==> config.mk <==
export PLATFORM = sky130hd
export DESIGN_NAME = ahb_arbiter
export DESIGN_NICKNAME = d
export VERILOG_FILES = /design/src/rtl/ahb_fir_pkg.sv /design/src/rtl/ahb_arbiter_rr_pick.sv /design/src/rtl/ahb_arbiter.sv
export SDC_FILE = /design/constraint.sdc
export NUM_CORES = 1
export LEC_CHECK = 0
export ABC_AREA = 1
export BUFFER_PORTS_ARGS = -buffer_cell sky130_fd_sc_hd__buf_2
export CAP_MARGIN = 10
export CORE_AREA = 8 8 45 47
export CTS_CLUSTER_DIAMETER = 120
export DETAILED_ROUTE_END_ITERATION = 8
export DIE_AREA = 0 0 53 55
export MAX_ROUTING_LAYER = met4
export PLACE_DENSITY = 0.44
export SYNTH_ARGS = -nofsm -noshare
export SYNTH_HDL_FRONTEND = slang
export SYNTH_HIERARCHICAL = 1
export SYNTH_SLANG_ARGS = --single-unit
export TNS_END_PERCENT = 5
==> constraint.sdc <==
create_clock -name clk -period 2 [get_ports clk]
set_clock_uncertainty 0.1 [all_clocks]
set_input_delay 0.2 -clock clk [delete_from_list [all_inputs] [get_ports clk]]
set_output_delay 0.2 -clock clk [all_outputs]
set_load 0.005 [all_outputs]
==> src/rtl/ahb_fir_pkg.sv <==
// ahb_fir_pkg: shared types and sizing for the FIR subsystem AHB-Lite fabric.
// Holds the master count, the master index width, and the HTRANS and arbiter state types.
package ahb_fir_pkg;

  localparam int NUM_M        = 2;
  localparam int M_ADDR_WIDTH = (NUM_M > 1) ? $clog2(NUM_M) : 1;

  typedef enum logic [1:0] {
    IDLE   = 2'd0,
    BUSY   = 2'd1,
    NONSEQ = 2'd2,
    SEQ    = 2'd3
  } htrans_t;

  typedef enum logic {
    PARK  = 1'b0,
    OWNED = 1'b1
  } arb_state_t;

endpackage

==> src/rtl/ahb_arbiter_rr_pick.sv <==
// rr_pick: combinational round-robin priority picker.
// Ports: req (request vector), start (first index searched), idx (winner), valid (any request).
module rr_pick #(
  parameter int N = 2,
  parameter int W = 1
) (
  input  logic [N-1:0] req,
  input  logic [W-1:0] start,
  output logic [W-1:0] idx,
  output logic         valid
);

  int k;

  always_comb begin
    idx   = '0;
    valid = 1'b0;
    k     = 0;
    for (int i = 0; i < N; i++) begin
      k = int'(start) + i;
      if (k >= N) k = k - N;
      if (!valid && req[k]) begin
        valid = 1'b1;
        idx   = W'(k);
      end
    end
  end

endmodule

==> src/rtl/ahb_arbiter.sv <==
// ahb_arbiter: round-robin AHB-Lite arbiter with lock, parking and data-phase owner tracking.
// Ports: clk, rst_n (sync, active low), hbusreq, hlock, htrans_m, hready in;
//        hgrant, hmaster, hmaster_data, hmastlock out. Macro ARB_TIMEOUT_EN adds a hold limit.
module ahb_arbiter #(
  parameter int NUM_M          = ahb_fir_pkg::NUM_M,
  parameter int M_ADDR_WIDTH   = (NUM_M > 1) ? $clog2(NUM_M) : 1,
  parameter int DEFAULT_MASTER = 0,
  parameter int MAX_HOLD       = 16
) (
  input  logic                         clk,
  input  logic                         rst_n,
  input  logic [NUM_M-1:0]             hbusreq,
  input  logic [NUM_M-1:0]             hlock,
  input  logic [NUM_M-1:0][1:0]        htrans_m,
  input  logic                         hready,
  output logic [NUM_M-1:0]             hgrant,
  output logic [M_ADDR_WIDTH-1:0]      hmaster,
  output logic [M_ADDR_WIDTH-1:0]      hmaster_data,
  output logic                         hmastlock
);

  import ahb_fir_pkg::*;

  localparam logic [M_ADDR_WIDTH-1:0] DEF =
    M_ADDR_WIDTH'(DEFAULT_MASTER);

  arb_state_t              state_q, state_d;
  logic [M_ADDR_WIDTH-1:0] mst_q, mst_d;
  logic [M_ADDR_WIDTH-1:0] dmst_q, dmst_d;
  logic [NUM_M-1:0]        gnt_q, gnt_d;
  logic                    lock_q, lock_d;

  logic [M_ADDR_WIDTH-1:0] start;
  logic [M_ADDR_WIDTH-1:0] win;
  logic                    win_vld;
  logic                    own_req;
  logic                    own_lock;
  logic                    expire;
  logic                    arb;

  // Search begins just past the owner so the owner is always tried last.
  always_comb begin
    if (int'(mst_q) + 1 >= NUM_M) start = '0;
    else                          start = mst_q + 1'b1;
  end

  rr_pick #(
    .N (NUM_M),
    .W (M_ADDR_WIDTH)
  ) u_pick (
    .req   (hbusreq),
    .start (start),
    .idx   (win),
    .valid (win_vld)
  );

  assign own_req  = hbusreq[mst_q];
  assign own_lock = own_req & hlock[mst_q];

`ifdef ARB_TIMEOUT_EN
  localparam int HW = $clog2(MAX_HOLD + 1) + 1;

  logic [HW-1:0]    hold_q, hold_d;
  logic [NUM_M-1:0] others;
  htrans_t          own_tr;

  assign others = hbusreq & ~(NUM_M'(1) << mst_q);
  assign own_tr = htrans_t'(htrans_m[mst_q]);

  // Preempt only on a transfer boundary and never inside a locked sequence.
  assign expire = (state_q == OWNED)
               && (int'(hold_q) >= MAX_HOLD - 1)
               && (|others)
               && ((own_tr == IDLE) || (own_tr == NONSEQ))
               && !hlock[mst_q];

  always_comb begin
    hold_d = hold_q;
    if (hready) begin
      if (state_d == PARK || mst_d != mst_q || state_q == PARK)
        hold_d = '0;
      else if (hold_q != '1)
        hold_d = hold_q + 1'b1;
    end
  end

  always_ff @(posedge clk) begin
    if (!rst_n) hold_q <= '0;
    else        hold_q <= hold_d;
  end
`else
  logic unused_cfg;

  assign expire     = 1'b0;
  assign unused_cfg = ^{htrans_m, 32'(MAX_HOLD)};
`endif

  assign arb = hready && !own_lock
            && (!own_req || state_q == PARK || expire);

  always_comb begin
    state_d = state_q;
    mst_d   = mst_q;
    dmst_d  = dmst_q;
    gnt_d   = gnt_q;
    lock_d  = lock_q;
    if (hready) begin
      if (arb) begin
        unique case (1'b1)
          win_vld: begin
            state_d = OWNED;
            mst_d   = win;
          end
          default: begin
            state_d = PARK;
            mst_d   = DEF;
          end
        endcase
      end
      gnt_d  = NUM_M'(1) << mst_d;
      dmst_d = mst_q;
      lock_d = hlock[mst_d];
    end
  end

  always_ff @(posedge clk) begin
    if (!rst_n) begin
      state_q <= PARK;
      mst_q   <= DEF;
      dmst_q  <= DEF;
      gnt_q   <= NUM_M'(1) << DEF;
      lock_q  <= 1'b0;
    end else begin
      state_q <= state_d;
      mst_q   <= mst_d;
      dmst_q  <= dmst_d;
      gnt_q   <= gnt_d;
      lock_q  <= lock_d;
    end
  end

  assign hgrant       = gnt_q;
  assign hmaster      = mst_q;
  assign hmaster_data = dmst_q;
  assign hmastlock    = lock_q;

endmodule

## Word level (Yosys, flattened, before mapping)

Cells that the tools add are included.

| word-level totals | value |
|---|---|
| output and inout port bits | 5 |
| flip-flop bits (word level) | 6 |

| operators by class | value |
|---|---|
| shift operators | 1 |
| reductions and logical operators | 8 |
| $add $sub $neg | 5 |
| $lt $le $gt $ge | 7 |
| bitwise gates (word level) | 2 |
| muxes and demuxes | 23 |

Operators by type and width:

| cell | number |
|---|---|
| 32-bit by 3-bit less-than comparator with 1-bit output (second input constant) | 2 |
| 32-bit 2-to-1 mux | 2 |
| 32-bit by 3-bit >= comparator with 1-bit output (second input constant) | 1 |
| 32-bit by 3-bit subtractor with 32-bit output (second input constant) | 1 |
| 1-bit 2-to-1 mux | 21 |
| 1-bit by 1-bit adder with 2-bit output (second input constant) | 2 |
| 1-bit by 2-bit less-than comparator with 1-bit output (second input constant) | 2 |
| 1-bit logical AND | 3 |
| 1-bit zero test | 3 |
| 1-bit by 2-bit subtractor with 3-bit output (second input constant) | 1 |
| 1-bit by 2-bit >= comparator with 1-bit output (second input constant) | 1 |
| 2-bit >= comparator (second input constant) | 1 |
| 2-bit AND reduction | 1 |
| 1-bit by 1-bit left shift with 2-bit output (first input constant) | 1 |
| 1-bit adder (second input constant) | 1 |
| 1-bit bitwise AND | 1 |
| 1-bit logical OR | 1 |
| 1-bit NOT | 1 |

## Longest topological paths before layout

| depth | value |
|---|---|
| depth after elaboration | 17 |
| mapped depth | 10 |

## Hierarchy

The synthesis kept the hierarchy.

By module, submodules not included:

| module | cells an instance | seq. area each (sq um) | times used | area an instance (sq um) |
|---|---|---|---|---|
| ahb_arbiter | 46 | 100.1 | 1 | 287.8 |
| rr_pick | 4 | 0.0 | 1 | 18.8 |

## Worst setup path before layout

OpenSTA, ideal clock, no wires.

| path | value |
|---|---|
| kind | reg2reg |
| start | register (tool-made name) |
| end | register lock_q (netlist: hmastlock) |
| cell stages (with the launch flop) | 11 |
| slack | 0.825 ns |
| buffers on the path | 0 |
| setup time | 0.109 ns |
| data required time | 1.791 ns |
| data arrival time | 0.966 ns |
| cells stage by stage | dfxtp_1 -> inv_1 -> inv_1 -> a21oi_1 -> nand2_1 -> inv_1 -> nand3_1 -> nand3_1 -> nand3_1 -> nand2_1 -> inv_1 |

RTL lines:

| what | RTL line | source |
|---|---|---|
| end signal, assigned | ahb_arbiter.sv:138 | `lock_q <= lock_d;` |
| end, declared | ahb_arbiter.sv:31 | `logic lock_q, lock_d;` |

==> flow_metrics.env <==
export IMPL_dieWidth_microns=53
export IMPL_slew_violations=0
export IMPL_synth_mux_area_fraction_pct=0
export IMPL_max_freq_mhz=791
export IMPL_ant_nets=0
export IMPL_n_antenna_cell=0
export IMPL_synth_xor_area_share_pct=0
export IMPL_crit_arrival_ns=1.31
export IMPL_pwr_share_clk_pct=39.7
export IMPL_coreArea_sq_um=1380
export IMPL_start_kind="flop"
export IMPL_hold_viol_final=0
export IMPL_clk_path_buf_depth=2
export IMPL_hpwl_microns=608
export IMPL_ios=16
export IMPL_cts_clk_slew_worst_paths_ns=0.04
export IMPL_vdd_drop_max_v=0.000242
export IMPL_fillers=160
export IMPL_cts_resized=0
export IMPL_worstHoldEndpoint="hmaster_data$_SDFFE_PN0P_"
export IMPL_syn_area_per_cell_sq_um=6.13
export IMPL_ys_top_cells_by_area="dfxtp_1, nand2_1, inv_1, a21oi_1, nand3_1"
export IMPL_p_sw_uw=82.4
export IMPL_place_congestion=0.672
export IMPL_hp_class="input port to flop"
export IMPL_period_share_pct=63.2
export IMPL_routed_wl_met2_microns=307
export IMPL_critPathRequiredTime_ns=2.04
export IMPL_grt_usage_pct=5.92
export IMPL_finalPower_uw=292
export IMPL_drcViolationCount=0
export IMPL_critPathKind="flop to flop"
export IMPL_cts_root_buf="clkbuf_4"
export IMPL_overflow=0
export IMPL_fin_tns_setup_ns=0
export IMPL_fp_row_count=14
export IMPL_dr_total_vias=333
export IMPL_ys_seq_elements=5
export IMPL_synth_top_cells_by_count="nand2_1, inv_1, dfxtp_1, nor2_1"
export IMPL_worstPathCellList="inv_1, inv_1, a21oi_1, nand2_1, inv_1, nand3_1, nand3_1, nand3_1, nand2_1, inv_1"
export IMPL_syn_num_nets=61
export IMPL_combPwrFrac_pct=21.1
export IMPL_die_area_sq_um=2920
export IMPL_synth_edf_count=0
export IMPL_crit_path_end_kind="flop"
export IMPL_port_buffers=11
export IMPL_relSlewSlack_pct=88.2
export IMPL_highest_layer="met4"
export IMPL_status="finished clean"
export IMPL_synth_top_family_by_area="simple AND/OR/NAND/NOR gates"
export IMPL_postCtsHoldBufs=0
export IMPL_route_met3_wl_microns=80
export IMPL_critPathSlowestCell="dfxtp_1"
export IMPL_rr_worst_depth=10
export IMPL_async_flop_share_pct=0
export IMPL_synth_compound_area_share_pct=11.4
export IMPL_die_h_microns=55
export IMPL_p_leak_uw=0.000238
export IMPL_synthCells=50
export IMPL_fin_crit_ns=1.26
export IMPL_setup_viol=0
export IMPL_yosysWarnings=6
export IMPL_post_cts_buffers=0
export IMPL_cts_buffers=3
export IMPL_cts_htree_levels=1
export IMPL_tritoncts="done"
export IMPL_synth_area_sq_um=307
export IMPL_nets=76
export IMPL_synth_top_area_cell="dfxtp_1"
export IMPL_hp_start="rst_n"
export IMPL_met1_length_microns=313
export IMPL_dr_pass1_iters=3
export IMPL_tightest_slew_ns=0.177
export IMPL_synth_top_area_share_pct=32.7
export IMPL_swShare_pct=28.2
export IMPL_antenna_found_initial=0
export IMPL_routed_wirelength_microns=733
export IMPL_power_density_nw_per_um2=730
export IMPL_via_per_inst=4.16
export IMPL_insertion_delay_ns=0.24
export IMPL_rsz0062_at_grt="no"
export IMPL_yosys_area_share_simple_pct=38.8
export IMPL_grt_pass1_wl_mm=1.21
export IMPL_min_path_cells=3
export IMPL_cp_max_fo=6
export IMPL_grt_pass1_vias=313
export IMPL_r2r_end="hmastlock$_SDFFE_PN0P_"
export IMPL_start_util_pct=22.2
export IMPL_crit_path_frequent_cell="inv_1"
export IMPL_p_seq_share_pct=39.2
export IMPL_r2r_slack_ns=0.74
export IMPL_drt_iter0_drc=1
export IMPL_wire_per_inst_microns=9.16
export IMPL_max_cap_violations=0
export IMPL_grt_max_degree=8
export IMPL_cts_num_sinks=5
export IMPL_drive_above_1_share_pct=31.3
export IMPL_ys_flop_type="dfxtp_1"
export IMPL_internal_power_uw=210
export IMPL_synth_fa_ha_area_share_pct=0
export IMPL_synth_seq_area_share_pct=32.7
export IMPL_slowest_delay_ns=0.34
export IMPL_synthToLayoutAreaGrowth_pct=30.6
export IMPL_yosysMostFrequentCell="nand2_1"
export IMPL_synth_distinct_cells=12
[layout make-up]
| class | count | area [sq um] | share of cell area, % |
|---|---|---|---|
| sequential | 5 | 100 | 25.0 |
| inverter | 12 | 45.0 | 11.2 |
| tap | 16 | 20.0 | 5.00 |
| multi-input combinational | 32 | 154 | 38.4 |
| timing repair buffer | 11 | 55.1 | 13.7 |
| clock buffer | 4 | 26.3 | 6.56 |
[cells in the final DEF (no fill, tap or decap)]
master	Yosys	layout
nand3_1	4	4
nand2_1	11	11
buf_2	0	11
clkbuf_1	0	1
nand3_2	2	2
clkbuf_4	0	3
o21ai_0	3	3
nor2_1	5	5
a21oi_1	4	4
inv_2	2	2
or2_1	1	1
nor2_2	2	2
dfxtp_1	5	5
inv_1	10	10
[worst max path at each step]
| stage | from | to | slack, ns | cells past startpoint |
|---|---|---|---|---|
| 2_1_floorplan | flop | hmastlock$_SDFFE_PN0P_ | 0.83 | 10 |
| 3_3_place_gp | flop | hmastlock$_SDFFE_PN0P_ | 0.72 | 10 |
| 3_5_place_dp | flop | hmastlock$_SDFFE_PN0P_ | 0.72 | 10 |
| 4_1_cts | flop | hmastlock$_SDFFE_PN0P_ | 0.72 | 10 |
| 5_1_grt | flop | hmastlock$_SDFFE_PN0P_ | 0.58 | 10 |
| 6_report | flop | hmastlock$_SDFFE_PN0P_ | 0.74 | 10 |
[power by group through the flow]
stage | Combinational, uW | Clock [uW] | Sequential, uW
floorplan | 40.0 | 0 | 117
global placement | 63.5 | 0 | 116
detailed placement | 62.8 | 0 | 116
CTS | 63.2 | 122 | 115
global route | 72.6 | 125 | 116
finish | 61.6 | 116 | 115
[critical path, delay by kind of cell (launching register included)]
kind,cells,cell delay [ns]
DFF,1,0.34
buffers and inverters,4,0.23
AOI/OAI and AO/OA,1,0.11
and+or+nand+nor,5,0.37
[stage by stage]
stage / hold slack [ns] / std cells / instance area (sq um) / setup slack (ns) / util, %
finish: 0.135 / 80 / 400 / 0.736 / 28.9
global route: 0.146 / 80 / 400 / 0.581 / 28.9
CTS: 0.133 / 80 / 400 / 0.720 / 28.9
detailed placement: 0.354 / 76 / 374 / 0.717 / 27.0
global placement: 0.357 / 76 / 374 / 0.719 / 27.0
floorplan: 0.189 / 50 / 307 / 0.825 / -
[kinds of logic after synthesis]
| group | after synthesis |
|---|---|
| buffers and inverters | 13 |
| AO/OA/AOI/OAI | 7 |
| AND/OR/NAND/NOR | 25 |
| flip-flops | 5 |
[metal layers]
layer | global-route usage, % | up-vias
met4 | 6.47 | 0
met3 | 2.14 | 5
li1 | - | 180
met2 | 8.01 | 10
met5 | - | -
met1 | 6.24 | 138
Note: power is estimated with default switching activity, not from simulation.
